File: src/rtl/arith_unit_seq.sv
// Sequential signed arithmetic unit: 1-cycle add/sub/mul, iterative restoring divide.
// Define ARITH_REM_EN to add the Arith_Rem remainder port.
module arith_unit_seq #(
    parameter int WIDTH = 16
) (
    input  logic                      CLK,
    input  logic                      RST,
    input  logic signed [WIDTH-1:0]   A,
    input  logic signed [WIDTH-1:0]   B,
    input  logic [1:0]                Arith_ALU_op,
    input  logic                      In_Valid,
    output logic                      In_Ready,
    output logic signed [2*WIDTH-1:0] Arith_Out,
    output logic                      Out_Valid,
    output logic                      Div_By_Zero,
`ifdef ARITH_REM_EN
    output logic signed [WIDTH-1:0]   Arith_Rem,
`endif
    output logic [1:0]                dbg_state
);

    // Handshake: an op is taken when In_Valid && In_Ready at a rising edge;
    // In_Ready is high only in IDLE, Out_Valid pulses for exactly one cycle per result.
    typedef enum logic [1:0] {
        IDLE = 2'd0,
        DIV  = 2'd1,
        FIX  = 2'd2
    } state_t;

    localparam int CW = (WIDTH > 1) ? $clog2(WIDTH) : 1;

    state_t                      state;
    logic [CW-1:0]               cnt;
    logic [WIDTH:0]              mag_b;
    logic [WIDTH-1:0]            quo;
    logic [WIDTH-1:0]            rem;
    logic                        q_sign;
`ifdef ARITH_REM_EN
    logic                        r_sign;
`endif

    logic signed [2*WIDTH-1:0]   a_ext;
    logic signed [2*WIDTH-1:0]   b_ext;
    logic [WIDTH-1:0]            a_mag;
    logic [WIDTH:0]              b_mag;
    logic [WIDTH:0]              shifted;
    logic                        take;
    logic [2*WIDTH-1:0]          q_ext;

    assign a_ext   = (2*WIDTH)'(A);
    assign b_ext   = (2*WIDTH)'(B);
    // |-2^(WIDTH-1)| wraps to 2^(WIDTH-1), which is still correct read as unsigned.
    assign a_mag   = A[WIDTH-1] ? WIDTH'(-A) : WIDTH'(A);
    assign b_mag   = B[WIDTH-1] ? -((WIDTH+1)'(B)) : (WIDTH+1)'(B);
    assign shifted = {rem, quo[WIDTH-1]};
    assign take    = (shifted >= mag_b);
    assign q_ext   = {{WIDTH{1'b0}}, quo};

    assign In_Ready  = (state == IDLE);
    assign dbg_state = state;

    always_ff @(posedge CLK) begin
        if (!RST) begin
            state       <= IDLE;
            cnt         <= '0;
            mag_b       <= '0;
            quo         <= '0;
            rem         <= '0;
            q_sign      <= 1'b0;
            Arith_Out   <= '0;
            Out_Valid   <= 1'b0;
            Div_By_Zero <= 1'b0;
`ifdef ARITH_REM_EN
            r_sign      <= 1'b0;
            Arith_Rem   <= '0;
`endif
        end else begin
            Out_Valid <= 1'b0;
            case (state)
                IDLE: begin
                    if (In_Valid) begin
                        if (Arith_ALU_op != 2'b11) begin
                            case (Arith_ALU_op)
                                2'b00:   Arith_Out <= a_ext + b_ext;
                                2'b01:   Arith_Out <= a_ext - b_ext;
                                default: Arith_Out <= a_ext * b_ext;
                            endcase
                            Out_Valid   <= 1'b1;
                            Div_By_Zero <= 1'b0;
`ifdef ARITH_REM_EN
                            Arith_Rem   <= '0;
`endif
                        end else if (B == '0) begin
                            Arith_Out   <= '0;
                            Out_Valid   <= 1'b1;
                            Div_By_Zero <= 1'b1;
`ifdef ARITH_REM_EN
                            Arith_Rem   <= A;
`endif
                        end else begin
                            quo    <= a_mag;
                            rem    <= '0;
                            mag_b  <= b_mag;
                            q_sign <= A[WIDTH-1] ^ B[WIDTH-1];
`ifdef ARITH_REM_EN
                            r_sign <= A[WIDTH-1];
`endif
                            cnt    <= '0;
                            state  <= DIV;
                        end
                    end
                end
                DIV: begin
                    // Dividend bits shift out of quo's top while quotient bits enter at the bottom.
                    quo <= {quo[WIDTH-2:0], take};
                    rem <= take ? WIDTH'(shifted - mag_b) : WIDTH'(shifted);
                    cnt <= cnt + 1'b1;
                    if (cnt == CW'(WIDTH - 1))
                        state <= FIX;
                end
                FIX: begin
                    Arith_Out   <= q_sign ? -q_ext : q_ext;
                    Out_Valid   <= 1'b1;
                    Div_By_Zero <= 1'b0;
`ifdef ARITH_REM_EN
                    Arith_Rem   <= r_sign ? -rem : rem;
`endif
                    state       <= IDLE;
                end
                default: state <= IDLE;
            endcase
        end
    end

endmodule
File: config.mk
export PLATFORM = sky130hd
export DESIGN_NAME = arith_unit_seq
export DESIGN_NICKNAME = d
export VERILOG_FILES = /design/src/rtl/arith_unit_seq.sv
export SDC_FILE = /design/constraint.sdc
export NUM_CORES = 1
export LEC_CHECK = 0
export BUFFER_PORTS_ARGS = -buffer_cell sky130_fd_sc_hd__buf_4
export CORE_ASPECT_RATIO = 1.5
export CORE_MARGIN = 3
export CORE_UTILIZATION = 52
export CTS_BUF_LIST = sky130_fd_sc_hd__clkbuf_4 sky130_fd_sc_hd__clkbuf_8
export CTS_CLUSTER_SIZE = 10
export DETAILED_ROUTE_END_ITERATION = 6
export GPL_TIMING_DRIVEN = 1
export PLACE_DENSITY = 0.72
export SKIP_LAST_GASP = 1
export SYNTH_ARGS = -nofsm -noshare
export SYNTH_HDL_FRONTEND = slang
export SYNTH_SLANG_ARGS = --single-unit
export TNS_END_PERCENT = 30
File: constraint.sdc
create_clock -name CLK -period 7 [get_ports CLK]
set_input_delay 0.7 -clock CLK [delete_from_list [all_inputs] [get_ports CLK]]
set_output_delay 0.7 -clock CLK [all_outputs]
set_load 0.02 [all_outputs]
==> results.cfg <==
[status]
run_status = finished with violations
violations = design-rule violations

[detailed_routing]
drt.antenna.violating_nets = 0
drt-wirelength-per-cell_um = 21.2
routed_wl_mm = 51.5
dr.pass1.iters = 7
drt_iter0_markers = 1126
vias = 14500
route.detailed.drc = 1
vias_per_instance = 5.97

[synthesis]
synth_ff_type = sky130_fd_sc_hd__dfxtp_1
ys_ff_latch = 90
synth_edf_count = 0
netlist.area_leader.share = 0.316
synth_seq_area_share = 0.107
syn_inst = 2002
synth_fp_nets = 2441
syn_avg_cell_area_sq_um = 8.39
yosys.cell_types.count = 73
ys_top_cells_by_area = sky130_fd_sc_hd__fa_1 32%, sky130_fd_sc_hd__dfxtp_1 11%, sky130_fd_sc_hd__ha_1 10%
ys.warnings.count = 0
synth_async_sr_flop_share = 0
synth.cell_area_sq_um = 16800
synth.largest_area_cell = sky130_fd_sc_hd__fa_1

[final_layout]
drive_gt1_frac = 0.0680
finish.net_count = 2449
area.growth.synth_to_final_pct = 6.17

[clocking]
cts_max_level = 3
post_cts.resized_instances = 0
cts.repair_timing.setup_buffer_count = 0
clock_path_buffers = 2
cts_root_buffer = sky130_fd_sc_hd__clkbuf_8
worstSkewPairLatency_ps = 400
cts-buffers-inserted = 9
cts_tree = yes
cts-hold-fix-buffers = 0
cts.clk_slew.worst_paths_ps = 110
numClockSinks = 90

[sta]
layout_worst_path_cycle_share = 0.920
rsz_0062_raised_after_global_routing = false
worst_slack_ps = 561
finalHoldViolations = 0
drv_slew = 0
tightest_slew_ps = 1060
fin_crit_period_ps = 6440
skew_ps = 14.9
max_freq_mhz = 155
finalSetupViolCount = 0
fin_tns_setup_ps = 0
timing.max_slew.rel_slack = 0.275

[floorplan]
fp.dieW_um = 153
floorplan.initialDensity = 0.528
die_height_um = 226
placementRows = 80
core_sq_um = 31800
ios = 74
area_of_the_die_sq_um = 34500

[worst_setup_path]
worst-path-max-fanout = 18
worst_setup_path_start_kind = input port
crit_required_ps = 7320
crit_path_end_kind = flip-flop
path_class = in -> reg
crit_arrival_ps = 6750

[min_path]
hold_path_class = reg -> reg

[place]
numPortBuffers = 73
dp_hpwl_mm = 41.4
gp_congestion = 0.970
place_worst_setup_slack_ps = 188

[flow_run]
cap_violations = 0

[grt]
overflow = 0
grt_first_pass_wirelength_mm = 81.6
grt.total_usage = 0.301
grt_max_degree = 46
number_of_antenna_violations_at_the_first_check_in_global_routing = 1
grt_pass1_vias = 15500
Yosys cell counts, drive strengths merged (6+ instances only):
cell,count
nor4,7
mux2i,16
nand2,201
o21a,13
a221oi,6
buf,23
xor2,30
and3,16
nor2b,11
o22ai,11
o31ai,23
a222oi,13
fa,265
or4,8
nor3,23
nand4,9
inv,364
ha,137
and2,94
a211oi,36
xnor2,65
nor2,147
dfxtp,90
nand3,22
o211ai,16
or3,14
a31oi,18
a21o,20
clkbuf,80
o41ai,9
nand2b,14
o21ai,87
a21oi,48
metrics by stage:
stage | instance area (sq um) | hold WS [ps] | std cells | utilization
after global routing | 17800 | 479 | 2426 | 0.560
after global placement | 17600 | 440 | 2409 | 0.554
final | 17800 | 457 | 2426 | 0.560
after CTS | 17800 | 462 | 2425 | 0.560
after floorplan | 16800 | 422 | 2002 | -
after detailed placement | 17600 | 448 | 2409 | 0.554
cell type report:
cell class / instances / area, sq um
Antenna cell: 1 / 2.50
Clock buffer: 10 / 138
Clock inverter: 6 / 56.3
Fill cell: 2967 / 14000
Inverter: 364 / 1370
Multi-Input combinational cell: 1445 / 13200
Sequential cell: 90 / 1800
Tap cell: 410 / 513
Timing Repair Buffer: 100 / 751
logic make-up (layout without fill, tap and decap cells):
logic type,Yosys count,count (layout),synth area share
DFF,90,90,0.107
and+or+nand+nor,579,579,0.164
muxes,17,17,0.0102
buffers and inverters,467,480,0.107
other,0,1,0
adders and majority gates,402,402,0.418
xor gates and xnor gates,95,95,0.0495
AOI/OAI and AO/OA,352,352,0.144
worst max-delay path: stages:
cell and delay (ps):
sky130_fd_sc_hd__buf_4 220, sky130_fd_sc_hd__ha_1 320, sky130_fd_sc_hd__fa_1 450, sky130_fd_sc_hd__inv_1 70, sky130_fd_sc_hd__fa_1 430, sky130_fd_sc_hd__fa_1 520
sky130_fd_sc_hd__inv_1 50, sky130_fd_sc_hd__fa_1 480, sky130_fd_sc_hd__fa_1 570, sky130_fd_sc_hd__inv_1 60, sky130_fd_sc_hd__fa_1 560, sky130_fd_sc_hd__inv_1 50
sky130_fd_sc_hd__ha_1 360, sky130_fd_sc_hd__and3_1 200, sky130_fd_sc_hd__a221o_1 360, sky130_fd_sc_hd__a31o_2 250, sky130_fd_sc_hd__a211oi_1 270, sky130_fd_sc_hd__buf_4 190
sky130_fd_sc_hd__o21bai_1 60, sky130_fd_sc_hd__a21o_1 200, sky130_fd_sc_hd__xnor2_1 120, sky130_fd_sc_hd__a211oi_1 240
path summary, 6_finish.rpt:
path                                from                    endpoint  slack (ps)  cells past startpoint
setup / recovery                    B[6]  Arith_Out[20]$_SDFFE_PN0P_         560                     22
hold / removal    mag_b[16]$_SDFFE_PN0P_      mag_b[16]$_SDFFE_PN0P_         460                      2
setup reg to reg    quo[15]$_SDFFE_PN0P_        rem[14]$_SDFFE_PN0P_        3470                     11
hold reg to reg   mag_b[16]$_SDFFE_PN0P_      mag_b[16]$_SDFFE_PN0P_         460                      2
layout by cell type, fill, tap and decap left out, drive strengths merged, types with 4 or more instances in the layout:
cell / count
a2bb2oi: 5
clkbuf: 10
o41ai: 9
or3: 14
and3: 16
nand2: 201
or4: 8
inv: 369
a21o: 20
o31a: 5
nand2b: 14
dfxtp: 90
a221o: 4
a222oi: 13
nor2: 147
o31ai: 23
a31oi: 18
nand3: 22
o21a: 13
buf: 100
nor2b: 11
nor4: 7
o211ai: 16
nor3: 23
o21ai: 87
ha: 137
a21oi: 48
a221oi: 6
xnor2: 65
nand4: 9
mux2i: 16
a2111oi: 4
fa: 265
a211oi: 36
and2: 94
or2: 5
o22ai: 11
xor2: 30
o21bai: 4
routing by layer:
layer,part of all wire,global-route usage,vias up
met1,0.34,0.317,7204
met2,0.53,0.565,589
met4,0.080,0.200,0
met3,0.049,0.0305,224
li1,-,-,6465
met5,0,0,-
registers in the layout, indices dropped and copies added (netlist names):
register	cells
q_sign	1
rem	16
Arith_Out	32
Div_By_Zero	1
quo	16
Out_Valid	1
dbg_state	2
mag_b	17
cnt	4
Power is left out: the tool's default activity adds up to more than one toggle a clock period on the data nets, which glitch-free logic cannot reach.
